$ cat config.mk
export PLATFORM = sky130hd
export DESIGN_NAME = fp_entry_sequencer
export DESIGN_NICKNAME = d
export VERILOG_FILES = /design/src/rtl/fp_seq_pkg.sv /design/src/rtl/fp_key_decode.sv /design/src/rtl/fp_entry_sequencer.sv
export SDC_FILE = /design/constraint.sdc
export NUM_CORES = 1
export LEC_CHECK = 0
export ABC_AREA = 1
export BUFFER_PORTS_ARGS = -buffer_cell sky130_fd_sc_hd__buf_2
export CORE_UTILIZATION = 50
export CTS_BUF_LIST = sky130_fd_sc_hd__clkbuf_4
export CTS_CLUSTER_DIAMETER = 200
export CTS_CLUSTER_SIZE = 12
export DETAILED_ROUTE_END_ITERATION = 10
export GPL_TIMING_DRIVEN = 0
export PLACE_DENSITY = 0.79
export SLEW_MARGIN = 20
export SYNTH_ARGS = -nofsm -noshare
export SYNTH_HDL_FRONTEND = slang
export SYNTH_SLANG_ARGS = --single-unit
$ cat constraint.sdc
create_clock -name clk -period 1.86 [get_ports clk]
set_input_delay 0.093 -clock clk [delete_from_list [all_inputs] [get_ports clk]]
set_output_delay 0.093 -clock clk [all_outputs]
set_load 0.01 [all_outputs]
$ cat src/rtl/fp_seq_pkg.sv
// Shared types and constants for the half-precision adder entry sequencer.
package fp_seq_pkg;

  localparam int unsigned OP_W = 16;

  localparam logic [3:0] KEY_SHIFT = 4'd12;
  localparam logic [3:0] KEY_ENTER = 4'd14;

  typedef enum logic [2:0] {
    LOAD_A,
    LOAD_B,
    ISSUE,
    WAIT,
    DONE
  } state_e;

  localparam logic [1:0] SC_LOAD_A = 2'b00;
  localparam logic [1:0] SC_LOAD_B = 2'b01;
  localparam logic [1:0] SC_BUSY   = 2'b10;
  localparam logic [1:0] SC_DONE   = 2'b11;

  // ISSUE and WAIT share one display code.
  function automatic logic [1:0] state_code_of(input state_e s);
    case (s)
      LOAD_A:      return SC_LOAD_A;
      LOAD_B:      return SC_LOAD_B;
      ISSUE, WAIT: return SC_BUSY;
      default:     return SC_DONE;
    endcase
  endfunction

endpackage

$ cat src/rtl/fp_key_decode.sv
// Keypad index to hex digit / command decode; shift promotes C->E and D->F.
module fp_key_decode
  import fp_seq_pkg::*;
(
  input  logic [3:0] key_code,
  input  logic       shift,
  output logic       is_digit,
  output logic       is_enter,
  output logic       is_shift,
  output logic [3:0] digit
);

  // Map the 4x4 keypad layout onto digit values and command keys.
  always_comb begin
    is_digit = 1'b1;
    is_enter = 1'b0;
    is_shift = 1'b0;
    digit    = '0;
    case (key_code)
      4'd0:      digit = 4'h1;
      4'd1:      digit = 4'h2;
      4'd2:      digit = 4'h3;
      4'd3:      digit = 4'hA;
      4'd4:      digit = 4'h4;
      4'd5:      digit = 4'h5;
      4'd6:      digit = 4'h6;
      4'd7:      digit = 4'hB;
      4'd8:      digit = 4'h7;
      4'd9:      digit = 4'h8;
      4'd10:     digit = 4'h9;
      4'd11:     digit = shift ? 4'hE : 4'hC;
      KEY_SHIFT: begin
        is_digit = 1'b0;
        is_shift = 1'b1;
      end
      4'd13:     digit = 4'h0;
      KEY_ENTER: begin
        is_digit = 1'b0;
        is_enter = 1'b1;
      end
      default:   digit = shift ? 4'hF : 4'hD;
    endcase
  end

endmodule

$ cat src/rtl/fp_entry_sequencer.sv
// Keypad-driven operand entry and single-add issue for the half-precision
// adder pipeline, with result capture and WAIT timeout.
// Optional: define FPSEQ_CHAIN_EN so ENTER in DONE reloads op_a from the
// result (running accumulation); otherwise ENTER in DONE is ignored.
module fp_entry_sequencer
  import fp_seq_pkg::*;
#(
  parameter int unsigned DIGITS      = 4,
  parameter int unsigned TIMEOUT_CYC = 32,
  parameter int unsigned TO_W        = 6
) (
  input  logic            clk,
  input  logic            reset,
  input  logic            key_valid,
  input  logic [3:0]      key_code,
  input  logic            res_valid,
  input  logic [OP_W-1:0] res_sum,
  input  logic            res_over,
  output logic            op_valid,
  output logic [OP_W-1:0] op_a,
  output logic [OP_W-1:0] op_b,
  output logic [OP_W-1:0] entry_value,
  output logic [2:0]      entry_count,
  output logic [1:0]      state_code,
  output logic            busy,
  output logic [OP_W-1:0] result,
  output logic            result_valid,
  output logic            over_flag,
  output logic            timeout_err
);

  state_e            state_q, state_d;
  logic              key_prev_q, key_prev_d;
  logic              shift_q, shift_d;
  logic [OP_W-1:0]   entry_q, entry_d;
  logic [2:0]        cnt_q, cnt_d;
  logic [TO_W-1:0]   to_cnt_q, to_cnt_d;
  logic [OP_W-1:0]   op_a_q, op_a_d;
  logic [OP_W-1:0]   op_b_q, op_b_d;
  logic [OP_W-1:0]   result_q, result_d;
  logic              over_q, over_d;
  logic              terr_q, terr_d;

  logic              key_ev;
  logic              dec_is_digit, dec_is_enter, dec_is_shift;
  logic [3:0]        dec_digit;

  assign key_ev = key_valid & ~key_prev_q;

  fp_key_decode u_dec (
    .key_code (key_code),
    .shift    (shift_q),
    .is_digit (dec_is_digit),
    .is_enter (dec_is_enter),
    .is_shift (dec_is_shift),
    .digit    (dec_digit)
  );

  // State, entry, operand, result and timeout registers.
  always_ff @(posedge clk) begin
    if (reset) begin
      state_q    <= LOAD_A;
      key_prev_q <= 1'b0;
      shift_q    <= 1'b0;
      entry_q    <= '0;
      cnt_q      <= '0;
      to_cnt_q   <= '0;
      op_a_q     <= '0;
      op_b_q     <= '0;
      result_q   <= '0;
      over_q     <= 1'b0;
      terr_q     <= 1'b0;
    end else begin
      state_q    <= state_d;
      key_prev_q <= key_prev_d;
      shift_q    <= shift_d;
      entry_q    <= entry_d;
      cnt_q      <= cnt_d;
      to_cnt_q   <= to_cnt_d;
      op_a_q     <= op_a_d;
      op_b_q     <= op_b_d;
      result_q   <= result_d;
      over_q     <= over_d;
      terr_q     <= terr_d;
    end
  end

  // Next-state and datapath updates driven by key events and adder results.
  always_comb begin
    state_d    = state_q;
    key_prev_d = key_valid;
    shift_d    = shift_q;
    entry_d    = entry_q;
    cnt_d      = cnt_q;
    to_cnt_d   = to_cnt_q;
    op_a_d     = op_a_q;
    op_b_d     = op_b_q;
    result_d   = result_q;
    over_d     = over_q;
    terr_d     = terr_q;

    // Any key event consumes a pending shift, even one ignored in WAIT.
    if (key_ev) shift_d = 1'b0;

    case (state_q)
      LOAD_A, LOAD_B: begin
        if (key_ev) begin
          if (dec_is_shift) begin
            shift_d = 1'b1;
          end else if (dec_is_digit) begin
            if (cnt_q < 3'(DIGITS)) begin
              entry_d = {entry_q[OP_W-5:0], dec_digit};
              cnt_d   = cnt_q + 3'd1;
            end
          end else if (dec_is_enter) begin
            entry_d = '0;
            cnt_d   = '0;
            if (state_q == LOAD_A) begin
              op_a_d  = entry_q;
              state_d = LOAD_B;
            end else begin
              op_b_d  = entry_q;
              state_d = ISSUE;
            end
          end
        end
      end

      ISSUE: begin
        to_cnt_d = '0;
        state_d  = WAIT;
      end

      WAIT: begin
        if (res_valid) begin
          result_d = res_sum;
          over_d   = res_over;
          state_d  = DONE;
        end else if (to_cnt_q == TO_W'(TIMEOUT_CYC - 1)) begin
          terr_d   = 1'b1;
          result_d = '0;
          state_d  = DONE;
        end else begin
          to_cnt_d = to_cnt_q + TO_W'(1);
        end
      end

      DONE: begin
        if (key_ev) begin
          if (dec_is_shift) begin
            shift_d = 1'b1;
          end else if (dec_is_digit) begin
            entry_d = {{(OP_W-4){1'b0}}, dec_digit};
            cnt_d   = 3'd1;
            terr_d  = 1'b0;
            over_d  = 1'b0;
            state_d = LOAD_A;
          end else if (dec_is_enter) begin
`ifdef FPSEQ_CHAIN_EN
            if (!terr_q) begin
              op_a_d  = result_q;
              entry_d = '0;
              cnt_d   = '0;
              state_d = LOAD_B;
            end
`endif
          end
        end
      end

      default: state_d = LOAD_A;
    endcase
  end

  assign op_valid     = (state_q == ISSUE);
  assign busy         = (state_q == ISSUE) || (state_q == WAIT);
  assign result_valid = (state_q == DONE);
  assign state_code   = state_code_of(state_q);
  assign op_a         = op_a_q;
  assign op_b         = op_b_q;
  assign entry_value  = entry_q;
  assign entry_count  = cnt_q;
  assign result       = result_q;
  assign over_flag    = over_q;
  assign timeout_err  = terr_q;

endmodule

# ---- Yosys cells after proc, flatten, opt, wreduce, memory -nomap -nowiden
# Cells that the tools add are included.
# W data, S select, Z words.
dict set report word_totals {
  ff_bits 80
  input_bits 25
  out_inout_bits 74
}
dict set report op_classes {
  n_reduce_logical 20
  eq_ne 33
  mux 52
  addsub 2
  magnitude_cmp 1
  n_bitwise 4
}
# operator count
set op_table {}
lappend op_table {{$mux W16} 10}
lappend op_table {{$pmux W4 S13} 1}
lappend op_table {{$mux W3} 17}
lappend op_table {{$pmux W16 S2} 1}
lappend op_table {{$eq A4 B4 Y1 const B} 7}
lappend op_table {{$ne A2 B2 Y1 const B} 10}
lappend op_table {{$reduce_and A6 Y1} 3}
lappend op_table {{$eq A4 B3 Y1 const B} 4}
lappend op_table {{$reduce_and A8 Y1} 2}
lappend op_table {{$mux W1} 12}
lappend op_table {{$mux W6} 2}
lappend op_table {{$pmux W3 S4} 1}
lappend op_table {{$pmux W6 S2} 1}
lappend op_table {{$ne A3 B3 Y1 const B} 3}
lappend op_table {{$eq A4 B2 Y1 const B} 2}
lappend op_table {{$reduce_bool A2 Y1} 4}
lappend op_table {{$add A6 B1 Y6 const B} 1}
lappend op_table {{$eq A3 B2 Y1 const B} 2}
lappend op_table {{$eq A6 B5 Y1 const B} 1}
lappend op_table {{$mux W2} 3}
lappend op_table {{$pmux W2 S3} 1}
lappend op_table {{$pmux W3 S2} 1}
lappend op_table {{$reduce_or A2 Y1} 3}
lappend op_table {{$reduce_or A3 Y1} 2}
lappend op_table {{15 further kinds} 18}

# ---- Depth between registers and ports, before layout
# Gate-level depths: netlist (run 1).
dict set report depth {
  depth_word 8
  ltp_mapped 10
  ltp_nobuf 9
}

# ---- Hierarchy
# From an unflattened synthesis (run 1), not the netlist that was laid out.
dict set report unflattened {
  hier_cells 489
  area_unflattened_um2 3613.5
}
# mod seq_area_each_um2 area_each_um2 n_inst cells_per_inst
set by_module_without_submodules {}
lappend by_module_without_submodules {fp_entry_sequencer 1601.5 3493.4 1 459}
lappend by_module_without_submodules {fp_key_decode 0.0 120.1 1 30}

# ---- Least setup slack after synthesis (run 1)
# OpenSTA, ideal clock, no wires.
dict set report synth_timing {
  path_type {register to register}
  startpoint {reg to_cnt_q[0]}
  endpoint {reg result_q[10], in the netlist result[10]}
  synth_period_minus_slack_ns 1.506
  setup_slack_ns 0.354
  arrival_ns 1.374
  stages_incl_launch_ff 10
  setup_ns 0.132
  required_time_ns 1.728
  cell_sequence {dfxtp_1 -> ha_1 -> nand3_1 -> nor2_1 -> nor2_1 -> nor2_1 -> inv_1 -> buf_2 -> nand2_1 -> a21oi_1}
}
dict set report synth_between {
  elab_chain_cells 3
}
# item line_no
set synth_rtl {}
lappend synth_rtl {{start, declared} fp_entry_sequencer.sv:37} ;# logic [TO_W-1:0] to_cnt_q, to_cnt_d;
lappend synth_rtl {{start signal, assigned} fp_entry_sequencer.sv:79} ;# to_cnt_q <= to_cnt_d;
lappend synth_rtl {{$eq A6 B5 Y1} fp_entry_sequencer.sv:139} ;# end else if (to_cnt_q == TO_W'(TIMEOUT_CYC - 1)) begin
lappend synth_rtl {{$reduce_bool A2 Y1 (no source line)} n/a}
lappend synth_rtl {{$reduce_and A2 Y1 (no source line)} n/a}
lappend synth_rtl {{end signal, assigned} fp_entry_sequencer.sv:82} ;# result_q <= result_d;
lappend synth_rtl {{end, declared} fp_entry_sequencer.sv:40} ;# logic [OP_W-1:0] result_q, result_d;
# Every way passes these cells.
# A chain may end at the register's enable or synchronous reset.

# ---- Worst setup path after layout (run 1)
dict set report layout_timing {
  startpoint {reg to_cnt_q[1]}
  endpoint {reg result_q[11], in the netlist result[11]}
}
# Same word-level chain as after synthesis.

==> results of run 1 <==
## worst max path at each step
stage	start	to	slack (ps)	cells after the start
after floorplan	to_cnt_q[0]	result[10]	350	9
after global placement	to_cnt_q[0]	result[5]	100	9
after detailed placement	to_cnt_q[0]	result[6]	40	9
after CTS	to_cnt_q[0]	result[6]	30	9
after global routing	to_cnt_q[0]	result[11]	50	9
final	to_cnt_q[1]	result[11]	150	9
## metrics by stage
stage          setup WS (ps)  instances  total power, mW  hold slack, ps
2_1_floorplan            354        476             2.04             239
3_3_place_gp             102        649             2.16             337
3_5_place_dp            41.4        649             2.16             348
4_1_cts                 29.8        683             3.23            50.1
5_1_grt                 47.1        683             3.36            68.2
6_report                 152        683             3.22            63.2
## power by group through the flow
| stage | logic, mW | clock network, mW | registers (mW) |
|---|---|---|---|
| final | 0.350 | 1.06 | 1.81 |
| after global routing | 0.398 | 1.14 | 1.82 |
| after CTS | 0.347 | 1.07 | 1.81 |
| after detailed placement | 0.316 | 0 | 1.85 |
| after global placement | 0.309 | 0 | 1.85 |
| after floorplan | 0.191 | 0 | 1.85 |
## kinds of logic (layout without fill, tap and decap cells)
| kind of cell | count (synthesis) | count (layout) | share of synthesized area [%] |
|---|---|---|---|
| AO/OA/AOI/OAI | 90 | 90 | 13.5 |
| buffers and inverters | 48 | 178 | 6.47 |
| AND/OR/NAND/NOR | 255 | 255 | 32.2 |
| flip-flops | 80 | 80 | 46.8 |
| adder cells (fa/ha/maj) | 2 | 2 | 0.731 |
| XOR/XNOR | 1 | 1 | 0.256 |
## layout make-up
type,count,area (sq um),area share (%)
clock inverters,7,78.8,1.82
plain buffers,23,128,2.94
flip-flops and latches,80,1600,37.0
clock buffers,9,67.6,1.56
multi-input cells,348,1610,37.1
inverters,25,93.8,2.16
repair buffers,114,661,15.2
well taps,77,96.3,2.22
## repair_timing
| action | 4_1_cts | 5_1_grt |
|---|---|---|
| hold buffers | 18 | 0 |
| endpoints found under the hold margin | 18 | 0 |
| gates resized for setup | 0 | 5 |
| endpoints found under the setup margin | 0 | 11 |
## layer usage
metal  track usage, %  vias up  share of wire, %
li1                 -     1787                 -
met2             43.1      118                46
met1             34.8     1652                47
met5                0        -                 0
met4             12.5        0               2.1
met3             4.33       18               5.0
## worst min-delay path, delay by kind of cell
| kind | cells | cell delay (ps) |
|---|---|---|
| simple gates | 4 | 280 |
| buf+inv | 1 | 90 |
## state kept, by name, summed over array words and instances, names as in the netlist, named ones only
register,cells
entry_count,3
entry_value,16
key_prev_q,1
op_a,16
op_b,16
over_flag,1
result,16
state_q,3
timeout_err,1
to_cnt_q,6
## cell usage after synthesis, types with 2 or more instances
cell,number,area share (%)
nand2_1,94,10
a21oi_1,45,6.6
nand2_4,2,0.66
ha_1,2,0.73
nor2_4,3,0.99
dfxtp_1,80,47
nor2_1,108,12
a21boi_0,2,0.44
nand2_2,5,0.91
clkbuf_1,8,0.88
o21ai_0,30,4.4
buf_2,6,0.88
nand3_1,30,4.4
nand4_1,2,0.37
inv_1,18,2.0
nand3_2,2,0.59
o21ai_1,10,1.5
inv_2,7,0.77
nor2_2,4,0.73
buf_4,7,1.5
## placed cells by master (no fill, tap or decap), drive strengths merged
cell type / instances
ha: 2
clkinvlp: 3
or2: 1
clkinv: 1
bufinv: 1
nor2: 115
a21oi: 46
nand3: 33
dlygate4sd3: 18
nor4: 1
clkbuf: 17
o211ai: 1
o21ai: 40
dfxtp: 80
a31oi: 1
a21boi: 2
nand4: 3
nand2: 101
xnor2: 1
nor3: 1
inv: 27
buf: 111
==> impl_metrics.tcl, run 1 <==
set metrics [dict create \
    outcome "finished, final reports clean" \
    endpoint_kind "register" \
    antenna_cells 0 \
    root_buffer "clkbuf_4" \
    drv_cap 0 \
    cp.required_ps 2170 \
    fmax_mhz 585 \
    hold_end "state_q[2]" \
    drive_above_1_share_pct 25.9 \
    yosysWarnings 0 \
    fin_area_sq_um 4340 \
    clkPwrFrac_pct 33.0 \
    ff2ff_setup_slack_ps 150 \
    cts.sinks 80 \
    dpl.hpwl_mm 6.15 \
    die_area_sq_um 7180 \
    syn_nets 503 \
    cts.clk_slew.worst_paths_ps 130 \
    worstMarginPinSlew_ps 479 \
    period_needed_ps 1710 \
    drt_iter0_drc 268 \
    portBuffers 96 \
    min_path_cells 5 \
    boundaryPins 99 \
    synth_seq_cells 80 \
    critPathKind "register to register" \
    min_period_over_period_pct 91.8 \
    synth.distinct_cells 31 \
    vias_per_cell 5.23 \
    crit_arrival_ps 2020 \
    ant_nets 0 \
    clk-insertion-delay-late_ps 440 \
    cpPeakStageDelay_ps 380 \
    grt_pass1_wl_mm 15.1 \
    setup_viol 0 \
    worst-path-max-fanout 10 \
    hold_path.class "input port to register" \
    seqPwrFrac_pct 56.1 \
    rsz0062_at_grt "no" \
    drcViolationCount 0 \
    cp_num_buf_inv 2 \
    firstDrtPassIters 7 \
    globalplace.congestion 0.846 \
    antenna_found_initial 0 \
    slowest_stage "dfxtp_1" \
    report.final.slew_viol_count 0 \
    rr_endpoint "result[11]" \
    cts_buffers 9 \
    critPathTopFamily "simple AND/OR/NAND/NOR gates" \
    r2r-start "to_cnt_q[1]" \
    ys_seq_area_share_pct 46.8 \
    fin_util_pct 67.1 \
    dpl_cell_area_sq_um 4000 \
    cts_tree "built" \
    core.rowCount 29 \
    overflow 0 \
    synth_edf_count 0 \
    reg2reg_depth 9 \
    finClkSkew_ps 16.1 \
    cts_buffer_depth 2 \
    power_density_nw_per_um2 744 \
    syn-instance-count 476 \
    nFillCells 565 \
    slew-limit-headroom_pct 68.1 \
    switchingPower_mw 0.896 \
    swShare_pct 27.8 \
    cts-htree-levels 3 \
    startpoint_type "register" \
    synthesis.area_sq_um 3420 \
    pwr-share-comb_pct 10.9 \
    nets 628 \
    p_int_mw 2.33 \
    fp.dieW_microns 84.7 \
    die_h_microns 84.7 \
    synth_area_per_cell_sq_um 7.19 \
    p_leak_nw 2.09 \
    grt_use_total_pct 26.6 \
    finalHoldViolCount 0 \
    ir_drop_mv 0.349 \
    final.setup.tns_ps 0 \
    worstPathCellList "ha_1 > nand3_1 > nor2_4 > nor2_1 > nor2_2 > inv_2 > buf_2 > nand2_1 > a21oi_1" \
    wl_per_cell_microns 13.1 \
    synth_flop_cell "dfxtp_1" \
    grt_max_degree 16 \
    routed_wl_mm 8.96 \
    min_from "res_valid" \
    core_area_sq_um 6460 \
    vias 3575 \
    area_growth_pct 26.7 \
    synthArstFlopShare_pct 0 \
    cts_setup_buffers 0 \
    first_global_vias 3318 \
    initial_core_util_pct 53.0 \
]
No activity file was read; power rests on OpenSTA's default activity.
==> run 2, diff against run 1 <==
ABC_AREA = unset   (was 1)
==> run 2 against run 1 <==
Global-route usage is 1.2 points lower; clock skew increased by 7.2 ps; register-to-register slack lost 40 ps; utilization is 0.88 points lower; via count fell by 2.9%; total power fell by 8.4%; design area grew 3.8%; count of clock-buffer cells in the layout unchanged; highest routed layer unchanged; fmax down 2.5%; routed wire length rose by 4.6%.
==> impl_metrics.tcl, run 2 <==
set metrics [dict create \
    nets 559 \
    area_growth_pct 27.3 \
    worstMarginPinSlew_ps 779 \
    first_global_vias 3186 \
    cts_buffer_depth 2 \
    syn_nets 428 \
    die_area_sq_um 7410 \
    swShare_pct 27.6 \
    wl_per_cell_microns 14.8 \
    cts_tree "built" \
    startpoint_type "register" \
    cp.required_ps 2210 \
    synth.distinct_cells 52 \
    routed_wl_mm 9.37 \
    antenna_found_initial 0 \
    pwr-share-comb_pct 9.8 \
    ys_seq_area_share_pct 45.3 \
    synth_area_per_cell_sq_um 8.81 \
    critPathKind "register to register" \
    antenna_cells 0 \
    switchingPower_mw 0.816 \
    synth_top_area_share_pct 45.3 \
    synth_area_leaders "dfxtp_1, mux2i_1, nand2_1" \
    boundaryPins 99 \
    numPlacedInstances 592 \
    synth_top_area_cell "dfxtp_1" \
    finClkSkew_ps 23.3 \
    synth_flop_cell "dfxtp_1" \
    multi_input_area_sq_um 1770 \
    fin_area_sq_um 4500 \
    synth_seq_cells 80 \
    synth_edf_count 0 \
    nFillCells 571 \
    p_leak_nw 2.03 \
    clk-insertion-delay-late_ps 430 \
    vias_per_cell 5.48 \
    crit_arrival_ps 2100 \
    yosysWarnings 0 \
    fp.dieW_microns 86.1 \
    finalPower_mw 2.95 \
    grt_max_degree 16 \
    holdWs_ps 69.5 \
    cts.sinks 80 \
    synthesis.area_sq_um 3530 \
    dpl.hpwl_mm 6.26 \
    globalplace.congestion 0.873 \
    root_buffer "clkbuf_4" \
    outcome "finished, final reports clean" \
    endpoint_kind "register" \
    setup_viol 0 \
    core.rowCount 30 \
    p_int_mw 2.14 \
    drt_iter0_drc 164 \
    vias 3470 \
    layoutNonFillerInstCount 633 \
    ir_drop_mv 0.365 \
    hold_path.class "input port to register" \
    yosysMostFrequentCell "dfxtp_1" \
    drive_above_1_share_pct 28.5 \
    core_area_sq_um 6790 \
    ant_nets 0 \
    drv_cap 0 \
    report.final.slew_viol_count 0 \
    clkPwrFrac_pct 31.1 \
    worst-path-max-fanout 10 \
    fmax_mhz 571 \
    min_period_over_period_pct 94.2 \
    finalHoldViolCount 0 \
    slew-limit-headroom_pct 47.7 \
    period_needed_ps 1750 \
    portBuffers 95 \
    most-common-layout-cells "buf_2, dfxtp_1, nand2_1, a21oi_1" \
    fin_util_pct 66.2 \
    yosys-top-cells-count "dfxtp_1, nand2_1, a21oi_1" \
    cts-htree-levels 3 \
    die_h_microns 86.1 \
    initial_core_util_pct 52.0 \
    ff_latch_area_sq_um 1600 \
    rsz0062_at_grt "yes" \
    dpl_cell_area_sq_um 4130 \
    drcViolationCount 0 \
    cts_buffers 9 \
    syn-instance-count 401 \
    synthArstFlopShare_pct 0 \
    power_density_nw_per_um2 656 \
    seqPwrFrac_pct 59.1 \
    cts.clk_slew.worst_paths_ps 130 \
    grt_use_total_pct 25.4 \
    grt_pass1_wl_mm 14.8 \
    firstDrtPassIters 5 \
    final_common_cell "buf_2" \
    overflow 0 \
]
-- run 2: cell types whose count changed after synthesis, moves of 9 or more --
cell       change
nand2_1       -27
nor2_1        -83
o21ai_1       -10
o211ai_1      +10
inv_1         -15
mux2i_1       +26
nand3_1       -24
o2111ai_1      +9
-- run 2: layout make-up --
type,instances,share of cell area (%)
multi-input combinational,289,39.4
tap,96,2.67
sequential,80,35.6
timing repair buffer,120,15.7
buffer,29,3.67
clock inverter,7,1.17
inverter,3,0.250
clock buffer,9,1.50
-- run 2: final timing paths --
kind / startpoint / slack [ps] / endpoint / depth (start not counted)
min: key_code[1] / 70 / register / 4
max reg2reg: to_cnt_q[0] / 110 / result[8] / 6
max: to_cnt_q[0] / 110 / result[8] / 6
min reg2reg: op_a[8] / 460 / op_a[8] / 2
-- run 2: kinds of logic after synthesis --
family,Yosys count,share of synthesized area (%)
simple gates,146,21.6
mux,27,7.68
fa+ha+maj,3,0.991
compound gates,109,18.7
flops,80,45.3
buf+inv,32,4.78
xor+xnor,4,0.991
-- run 2: what timing repair did --
item	CTS	global route
pin swaps	2	4
endpoints found under the setup margin	18	41
hold buffers	18	0
hold endpoints to repair	18	0
gates resized for setup	1	6
setup buffers	1	6
-- run 2: stage by stage --
| stage | TNS [ps] | setup WS, ps |
|---|---|---|
| floorplan | 0 | 229 |
| global placement | -267 | -26.8 |
| detailed placement | -439 | -51.3 |
| CTS | 0 | 29.2 |
| global route | -69.7 | -42.8 |
| finish | 0 | 109 |
-- run 2: critical path, stage by stage, from the launching register on --
cell,delay [ps]
dfxtp_1,360
ha_1,260
nor2b_1,170
a21oi_2,330
clkbuf_2,280
o21ai_0,130
a21oi_1,160
-- run 2: power groups by stage --
stage,sequential (mW),combinational (mW),clock (mW)
finish,1.75,0.289,0.919
global route,1.75,0.313,1.01
CTS,1.75,0.276,0.937
detailed placement,1.78,0.244,0
global placement,1.78,0.238,0
floorplan,1.78,0.156,0
-- run 2: per-layer routing --
metal,vias to the layer above,wire [microns],GRT usage (%)
li1,1681,-,-
met1,1624,3980,29.9
met2,145,4710,43.7
met3,20,472,6.26
met4,0,205,11.2
met5,-,0,0
